File: src/rtl/eda_img_scan_ctrl_pkg.sv
// -----------------------------------------------------------------------------
// eda_imreg_pkg
// Shared definitions for the regional-max image pipeline.
//   - scan_state_t : sequencer states (IDLE, LOAD, SCAN, DONE)
//   - NB_*         : bit positions of each neighbour inside the 8-bit border
//                    mask, shared with the compare stage so both sides agree
//                    on the mask layout.
// -----------------------------------------------------------------------------
package eda_imreg_pkg;

  typedef enum logic [1:0] {
    IDLE = 2'd0,
    LOAD = 2'd1,
    SCAN = 2'd2,
    DONE = 2'd3
  } scan_state_t;

  localparam int NB_UPLEFT    = 7;
  localparam int NB_UP        = 6;
  localparam int NB_UPRIGHT   = 5;
  localparam int NB_LEFT      = 4;
  localparam int NB_RIGHT     = 3;
  localparam int NB_DOWNLEFT  = 2;
  localparam int NB_DOWN      = 1;
  localparam int NB_DOWNRIGHT = 0;

endpackage

File: src/rtl/eda_img_scan_ctrl_border_mask.sv
// -----------------------------------------------------------------------------
// eda_border_mask
// Combinational border-validity mask for a 3x3 window centred at (row, col)
// in an M x N frame. A bit is set when that neighbour lies inside the frame.
// Only equality compares against the first/last row and column are used, so
// no division or modulo is needed.
//
// Ports:
//   row  : row of the window centre
//   col  : column of the window centre
//   mask : neighbour mask, bit positions given by NB_* in eda_imreg_pkg
// -----------------------------------------------------------------------------
module eda_border_mask #(
  parameter int M         = 16,
  parameter int N         = 16,
  parameter int ROW_WIDTH = (N > 1) ? $clog2(N) : 1,
  parameter int COL_WIDTH = (M > 1) ? $clog2(M) : 1
) (
  input  logic [ROW_WIDTH-1:0] row,
  input  logic [COL_WIDTH-1:0] col,
  output logic [7:0]           mask
);

  import eda_imreg_pkg::*;

  localparam logic [ROW_WIDTH-1:0] ROW_LAST = ROW_WIDTH'(N - 1);
  localparam logic [COL_WIDTH-1:0] COL_LAST = COL_WIDTH'(M - 1);

  logic has_up;
  logic has_down;
  logic has_left;
  logic has_right;

  // With M=1 or N=1 the first and last index coincide, so both directions
  // on that axis correctly collapse to "outside the frame".
  always_comb begin
    has_up    = (row != '0);
    has_down  = (row != ROW_LAST);
    has_left  = (col != '0);
    has_right = (col != COL_LAST);

    mask               = '0;
    mask[NB_UPLEFT]    = has_up   & has_left;
    mask[NB_UP]        = has_up;
    mask[NB_UPRIGHT]   = has_up   & has_right;
    mask[NB_LEFT]      = has_left;
    mask[NB_RIGHT]     = has_right;
    mask[NB_DOWNLEFT]  = has_down & has_left;
    mask[NB_DOWN]      = has_down;
    mask[NB_DOWNRIGHT] = has_down & has_right;
  end

endmodule

File: src/rtl/eda_img_scan_ctrl.sv
// -----------------------------------------------------------------------------
// eda_img_scan_ctrl
// Sequencer for the image window RAM of the regional-max pipeline. Loads one
// M*N frame from a valid/ready pixel stream into the RAM in raster order,
// then sweeps the RAM centre address across every pixel and offers each 3x3
// window downstream with a valid/ready handshake plus a border mask.
//
// Ports:
//   clk, reset_n        : clock, asynchronous active-low reset
//   start               : begin a frame (only honoured in IDLE)
//   abort               : synchronous return to IDLE from any state
//   busy                : high while loading or scanning
//   done                : one-cycle pulse after the last window is accepted
//   pix_valid/pix_ready : input pixel handshake, pix_data in raster order
//   ram_write_en        : RAM write strobe (same-cycle as the handshake)
//   ram_wr_addr         : RAM write address
//   ram_pixel_in        : RAM write data
//   ram_center_addr     : RAM window centre address
//   win_valid/win_ready : window handshake toward the compare stage
//   win_row, win_col    : coordinates of the current centre
//   neigh_valid         : border mask aligned with ram_center_addr
// -----------------------------------------------------------------------------
module eda_img_scan_ctrl #(
  parameter int M           = 16,
  parameter int N           = 16,
  parameter int PIXEL_WIDTH = 8,
  parameter int ADDR_WIDTH  = (M * N > 1) ? $clog2(M * N) : 1,
  parameter int ROW_WIDTH   = (N > 1) ? $clog2(N) : 1,
  parameter int COL_WIDTH   = (M > 1) ? $clog2(M) : 1
) (
  input  logic                   clk,
  input  logic                   reset_n,
  input  logic                   start,
  input  logic                   abort,
  output logic                   busy,
  output logic                   done,
  input  logic                   pix_valid,
  output logic                   pix_ready,
  input  logic [PIXEL_WIDTH-1:0] pix_data,
  output logic                   ram_write_en,
  output logic [ADDR_WIDTH-1:0]  ram_wr_addr,
  output logic [PIXEL_WIDTH-1:0] ram_pixel_in,
  output logic [ADDR_WIDTH-1:0]  ram_center_addr,
  output logic                   win_valid,
  input  logic                   win_ready,
  output logic [ROW_WIDTH-1:0]   win_row,
  output logic [COL_WIDTH-1:0]   win_col,
  output logic [7:0]             neigh_valid
);

  import eda_imreg_pkg::*;

  // Explicit last-index compares keep non-power-of-2 frames from wrapping.
  localparam logic [ADDR_WIDTH-1:0] LAST_ADDR = ADDR_WIDTH'(M * N - 1);
  localparam logic [COL_WIDTH-1:0]  COL_LAST  = COL_WIDTH'(M - 1);

  scan_state_t           state;
  logic [ADDR_WIDTH-1:0] wr_cnt;
  logic [ADDR_WIDTH-1:0] center_cnt;
  logic [ROW_WIDTH-1:0]  row_nxt;
  logic [COL_WIDTH-1:0]  col_nxt;
  logic [7:0]            mask_nxt;
  logic [7:0]            mask_origin;
  logic                  pix_hs;
  logic                  win_hs;

  // pix_ready and win_valid are registered copies of "state is LOAD/SCAN",
  // so they double as cheap state decodes for the handshakes.
  assign pix_hs = pix_valid & pix_ready;
  assign win_hs = win_valid & win_ready;

  // The write path is deliberately combinational so the RAM captures the
  // pixel on the same edge that completes the handshake. A pixel offered
  // together with abort still lands in RAM; only the count is dropped.
  assign ram_write_en    = pix_hs;
  assign ram_wr_addr     = wr_cnt;
  assign ram_pixel_in    = pix_data;
  assign ram_center_addr = center_cnt;

  // Raster step from the current centre; only used while scanning.
  always_comb begin
    if (win_col == COL_LAST) begin
      col_nxt = '0;
      row_nxt = win_row + ROW_WIDTH'(1);
    end else begin
      col_nxt = win_col + COL_WIDTH'(1);
      row_nxt = win_row;
    end
  end

  // Mask for the next centre, registered on acceptance so neigh_valid stays
  // aligned with ram_center_addr and holds during backpressure.
  eda_border_mask #(
    .M         (M),
    .N         (N),
    .ROW_WIDTH (ROW_WIDTH),
    .COL_WIDTH (COL_WIDTH)
  ) u_mask_next (
    .row  (row_nxt),
    .col  (col_nxt),
    .mask (mask_nxt)
  );

  // Mask of the first window, loaded when the scan begins.
  eda_border_mask #(
    .M         (M),
    .N         (N),
    .ROW_WIDTH (ROW_WIDTH),
    .COL_WIDTH (COL_WIDTH)
  ) u_mask_origin (
    .row  ('0),
    .col  ('0),
    .mask (mask_origin)
  );

  // Sequencer. abort outranks start and both handshakes; all status outputs
  // are registered here alongside the state.
  always_ff @(posedge clk or negedge reset_n) begin
    if (!reset_n) begin
      state       <= IDLE;
      wr_cnt      <= '0;
      center_cnt  <= '0;
      win_row     <= '0;
      win_col     <= '0;
      neigh_valid <= '0;
      busy        <= 1'b0;
      done        <= 1'b0;
      pix_ready   <= 1'b0;
      win_valid   <= 1'b0;
    end else if (abort) begin
      state       <= IDLE;
      wr_cnt      <= '0;
      center_cnt  <= '0;
      win_row     <= '0;
      win_col     <= '0;
      neigh_valid <= '0;
      busy        <= 1'b0;
      done        <= 1'b0;
      pix_ready   <= 1'b0;
      win_valid   <= 1'b0;
    end else begin
      case (state)
        IDLE: begin
          done <= 1'b0;
          if (start) begin
            state     <= LOAD;
            wr_cnt    <= '0;
            busy      <= 1'b1;
            pix_ready <= 1'b1;
          end
        end

        LOAD: begin
          if (pix_hs) begin
            if (wr_cnt == LAST_ADDR) begin
              state       <= SCAN;
              wr_cnt      <= '0;
              pix_ready   <= 1'b0;
              win_valid   <= 1'b1;
              center_cnt  <= '0;
              win_row     <= '0;
              win_col     <= '0;
              neigh_valid <= mask_origin;
            end else begin
              wr_cnt <= wr_cnt + ADDR_WIDTH'(1);
            end
          end
        end

        SCAN: begin
          if (win_hs) begin
            if (center_cnt == LAST_ADDR) begin
              state       <= DONE;
              busy        <= 1'b0;
              done        <= 1'b1;
              win_valid   <= 1'b0;
              center_cnt  <= '0;
              win_row     <= '0;
              win_col     <= '0;
              neigh_valid <= '0;
            end else begin
              center_cnt  <= center_cnt + ADDR_WIDTH'(1);
              win_row     <= row_nxt;
              win_col     <= col_nxt;
              neigh_valid <= mask_nxt;
            end
          end
        end

        DONE: begin
          state <= IDLE;
          done  <= 1'b0;
        end

        default: begin
          state <= IDLE;
        end
      endcase
    end
  end

endmodule

File: config.mk
export PLATFORM = sky130hd
export DESIGN_NAME = eda_img_scan_ctrl
export DESIGN_NICKNAME = d
export VERILOG_FILES = /design/src/rtl/eda_img_scan_ctrl_pkg.sv /design/src/rtl/eda_img_scan_ctrl_border_mask.sv /design/src/rtl/eda_img_scan_ctrl.sv
export SDC_FILE = /design/constraint.sdc
export NUM_CORES = 1
export LEC_CHECK = 0
export CAP_MARGIN = 15
export CORE_MARGIN = 5
export CORE_UTILIZATION = 50
export DETAILED_ROUTE_END_ITERATION = 16
export PLACE_DENSITY = 0.88
export SETUP_SLACK_MARGIN = 0.2
export SYNTH_ARGS = -nofsm -noshare
export SYNTH_HDL_FRONTEND = slang
export SYNTH_HIERARCHICAL = 1
export SYNTH_SLANG_ARGS = --single-unit
File: constraint.sdc
create_clock -name clk -period 4 [get_ports clk]
set_clock_uncertainty 0.05 [all_clocks]
set_input_delay 0.8 -clock clk [delete_from_list [all_inputs] [get_ports clk]]
set_output_delay 0.8 -clock clk [all_outputs]
set_load 0.1 [all_outputs]
* Word-level counts from Yosys, hierarchy flattened *
Cells that the tools add are included.

word-level totals
  bits in registers = 38
  latch bits = 0
  bits in writable memories = 0
  ROM bits = 0
  input bits = 14
  output and inout bits = 45
  logic and storage cells = 101
  memories kept = 0

cells by class
  add/subtract/negate cells = 4
  multiply operators = 0
  div/mod/pow operators = 0
  order comparisons = 0
  equality and inequality tests = 13
  shifts and indexed selects = 0
  muxes and demuxes = 53
  bitwise operators = 6
  reduce and logical (&&, ||, !) cells = 15

operator list
  kind                 count
  $mux 8               14
  $pmux 8 s2           3
  $mux 4               10
  $add 8x1->8 const B  2
  $eq 8x8->1 const B   2
  $pmux 4 s2           2
  $ne 3x3->1 const B   5
  $mux 1               13
  $mux 2               6
  $reduce_and 4->1     3
  $reduce_bool 3->1    4
  $reduce_and 5->1     2
  $add 4x1->4 const B  2
  $ne 4x4->1 const B   2
  $pmux 1 s2           4
  $pmux 2 s4           1
  $reduce_bool 4->1    2
  $and 1x1->1          6
  $reduce_and 3->1     2
  $eq 2x2->1 const B   2
  $eq 4x4->1 const B   1
  $eq 2x1->1 const B   1
  $logic_not 2->1      1
  $reduce_or 2->1      1

* Logic depth before layout (Yosys ltp) *
  word-level depth = 8
  depth in mapped cells = 9
  depth with buffers taken out = 8

* Modules after synthesis *
The synthesis kept the hierarchy.

modules (own cells, without submodules)
  module             instances  cells each  area an instance (µm²)  seq. area each (µm²)
  eda_img_scan_ctrl  1          251         2354.8                  950.9
  eda_border_mask    2          16          120.1                   0.0

* Worst setup path after synthesis *
No wires, ideal clock.

  path kind = reg2reg
  start point = register win_col[0]
  end point = register neigh_valid[1]
  setup time = 142 ps
  data arrival time = 2628 ps
  data required time = 3808 ps
  setup slack = 1181 ps
  stages on the path, launching flop included = 10
  path buffers = 1
  clock period less this slack = 2819 ps
  cells stage by stage = dfrtp_1 > ha_1 > nand3_1 > nor2_1 > xor2_1 > and4_1 > inv_1 > buf_4 > a21oi_1 > o31ai_1

on the way
  longest elaborated chain between the ends = 7

RTL lines
  item                      line                                 source
  from (decl)               eda_img_scan_ctrl.sv:47              output logic [COL_WIDTH-1:0] win_col,
  from (signal assigned)    eda_img_scan_ctrl.sv:184             win_col <= col_nxt;
  $eq 4x4->1                eda_img_scan_ctrl.sv:82              if (win_col == COL_LAST) begin
  $mux 4                    eda_img_scan_ctrl.sv:82
  via row_nxt[3]            eda_img_scan_ctrl.sv:60              logic [ROW_WIDTH-1:0] row_nxt;
  $ne 4x4->1                eda_img_scan_ctrl_border_mask.sv:38  has_down = (row != ROW_LAST);
  via u_mask_next.has_down  eda_img_scan_ctrl_border_mask.sv:30  logic has_down;
  $mux 8                    eda_img_scan_ctrl.sv:172             if (center_cnt == LAST_ADDR) begin
  $mux 8                    eda_img_scan_ctrl.sv:171             if (win_hs) begin
  $pmux 8 s2                eda_img_scan_ctrl.sv:142             case (state)
  $mux 8                    eda_img_scan_ctrl.sv:130             end else if (abort) begin
  to (signal assigned)      eda_img_scan_ctrl.sv:163             neigh_valid <= mask_origin;
  to (signal assigned)      eda_img_scan_ctrl.sv:185             neigh_valid <= mask_nxt;
  to (decl)                 eda_img_scan_ctrl.sv:48              output logic [7:0] neigh_valid

The timed path passes the listed nets, and every way through them passes these cells. The select of a mux whose other input is x is not followed.
A chain may end at the register's enable or synchronous reset.

* Worst setup path in the final report *
  start point = register win_col[2]
  end point = output win_col[2]

No word-level cell between the ends.

==> impl_metrics.ini <==
[run_status]
status = finished, final reports clean

[worst_setup_path]
max_stage_delay_ns = 1.19
start_kind = flip-flop
crit_family = buffers and inverters
worstPathRequired_ns = 3.15
crit_buf_inv = 1
crit_path_start = win_col[2]
endpoint_kind = output port
cp-endpoint = win_col[2]
r2r_start = state[0]
cp_cell_sequence = clkdlybuf4s50_1
cp.depth = 1
r2r_slack_ns = 1.41
crit_fanout = 8
critical_path_class = reg -> out
r2r_cells = 6
r2r-end = win_col[2]
cpMaxStageDelayCell = clkdlybuf4s50_1
crit_arrival_ns = 1.99

[synth]
synthCells = 283
synthTopCellsByArea = dfrtp_1 (37%), o21ai_0 (6.0%), buf_4 (4.9%)
yosysSeqAreaShare_pct = 36.6
synth_edf_count = 0
synth_top_cell_area_share_pct = 36.6
synth_flop_cell = dfrtp_1
synth_cell_type_count = 55
synth_seq_cells = 38
synth.avg_cell_area_um2 = 9.17
syn-cell-area_um2 = 2590
ys_warn_count = 6
postSynth.asyncResetShare_pct = 100
synth_top_area_cell = dfrtp_1

[global_routing]
antenna_found_initial = 0
grt_usage_pct = 18.7
overflow = 0
grt_max_degree = 39
grt_pass1_wl_um = 9830
grt_pass1_vias = 2075

[cts]
cts_sinks = 38
max-clock-path-buffers = 2
post_cts_resized = 0
postCtsSetupRepairBufs = 0
h-tree-depth = 2
cts_tree = done
clock_latency_ns = 0.30
numCtsBuffers = 5
cts_root_buffer = clkbuf_8
cts.clk_slew.worst_paths_ns = 0.08
holdBufCountCts = 0

[pwr]
pwr-share-seq_pct = 26.9
powerDensity_nw_per_um2 = 611
finalPower_w = 0.00188
p_switching_w = 0.000984
p_leak_nw = 1.33
netSwitchingFraction_pct = 52.2
intPower_w = 0.000901
vdd_drop_max_mv = 0.521
power_frac_clock_pct = 16.8
p_comb_share_pct = 56.3

[timing]
rsz0062_at_grt = no
fin_crit_ns = 2.84
setup-violations-final = 0
fin_crit_sh_pct = 70.9
worst_slack_ns = 1.16
tightestPinTransition_ns = 0.987
hold_violations = 0
slew_headroom_pct = 34.0
finalSetupTns_ns = 0
fmax_ghz = 0.353
maxSlewViolCount = 0

[die]
fp.dieW_um = 82.0
rows = 26
initial_utilization_pct = 51.1
boundaryPins = 59
core_area_um2 = 5070
die_h_um = 82.0
die_area_um2 = 6730

[finish]
nNetsFinal = 340
drive_above_1_share_pct = 11.3
final_common_cell = clkdlybuf4s50_1
diodes = 0
layout_common_cells = clkdlybuf4s50_1 (40), dfrtp_1 (38), o21ai_0 (31)
design_area_um2 = 3080
syn_to_final_growth_pct = 18.9
utilization_pct = 60.8

[placement]
dp_hpwl_um = 4050
dpl_cell_area_um2 = 2970
place_congestion = 0.791
port-buffer-count = 42
place_ws_ns = 1.03

[min_path]
hp-class = reg -> reg

[detailed_routing]
vias_per_cell = 5.68
drc = 0
drt_wl_total_um = 5760
drt_iter0_markers = 130
ant_nets = 0
vias = 2216
dr.pass1.iters = 4
routedWlPerCell_um = 14.8

[flow_run]
maxCapViolCount = 0
[cells by family after synthesis]
kind of cell             Yosys count  share of synthesized area, %
multiplexers                       2                         0.868
other                              1                         0.145
buffers and inverters             44                          9.60
adder cells (fa/ha/maj)            7                          3.37
flip-flops                        38                          36.6
XOR/XNOR                           4                          1.35
AO/OA/AOI/OAI                     96                          26.3
AND/OR/NAND/NOR                   91                          21.7
[synth_stat cells (5+ instances only)]
library cell and number:
and4_1 5, clkbuf_1 8, ha_1 7, nand3_1 9
nor2_1 21, a21oi_1 17, a22o_1 5, nor2b_1 12
o31ai_1 11, o21ai_0 31, inv_1 13, nand2_1 13
buf_4 17, dfrtp_1 38
[state kept, by name (all words and copies together) (netlist names)]
name and count:
busy 1, ram_center_addr 8, win_row 4, done 1
win_col 4, state 2, pix_ready 1, neigh_valid 8
win_valid 1, ram_wr_addr 8
[cell type report]
type	instances	area (µm²)
fillers	444	1990
inverters	13	48.8
well taps	70	87.6
multi-input cells	216	1450
flip-flops and latches	38	951
clock buffers	8	110
repair buffers	45	435
[layer usage]
| layer | global-route usage [%] | share of wire (%) | up-vias |
|---|---|---|---|
| li1 | - | - | 1075 |
| met1 | 23.1 | 42 | 1068 |
| met2 | 32.0 | 50 | 66 |
| met3 | 5.92 | 7.2 | 7 |
| met4 | 3.99 | 0.64 | 0 |
| met5 | 0 | 0 | - |
[worst min-delay path by stage]
stage | from | end | slack (ns) | cells past startpoint
4_1_cts | neigh_valid[3] | neigh_valid[3] | 0.47 | 2
3_5_place_dp | neigh_valid[3] | neigh_valid[3] | 0.46 | 2
2_1_floorplan | state[1] | state[1] | 0.44 | 2
3_3_place_gp | busy | busy | 0.45 | 2
5_1_grt | ram_wr_addr[0] | ram_wr_addr[0] | 0.52 | 1
6_report | neigh_valid[3] | neigh_valid[3] | 0.47 | 2
[worst register-to-register path, stage by stage (launching register included)]
cell,delay (ns)
dfrtp_1,0.42
inv_1,0.13
ha_1,0.52
nand2b_1,0.28
a21oi_1,0.75
a211oi_1,0.19
o2bb2ai_1,0.18
[metrics by stage]
step	hold slack (ns)	std cells
CTS	0.474	390
global placement	0.454	382
finish	0.475	390
global route	0.521	390
floorplan	0.437	298
detailed placement	0.457	382
[power groups by stage]
stage                     clock network [W]  logic, W  registers, W
after floorplan                           0  0.000448      0.000949
after detailed placement                  0   0.00106      0.000514
after global routing               0.000341   0.00113      0.000517
after CTS                          0.000324   0.00106      0.000507
final                              0.000317   0.00106      0.000507
after global placement                    0   0.00104      0.000513
No activity file was read; power rests on OpenSTA's default activity.
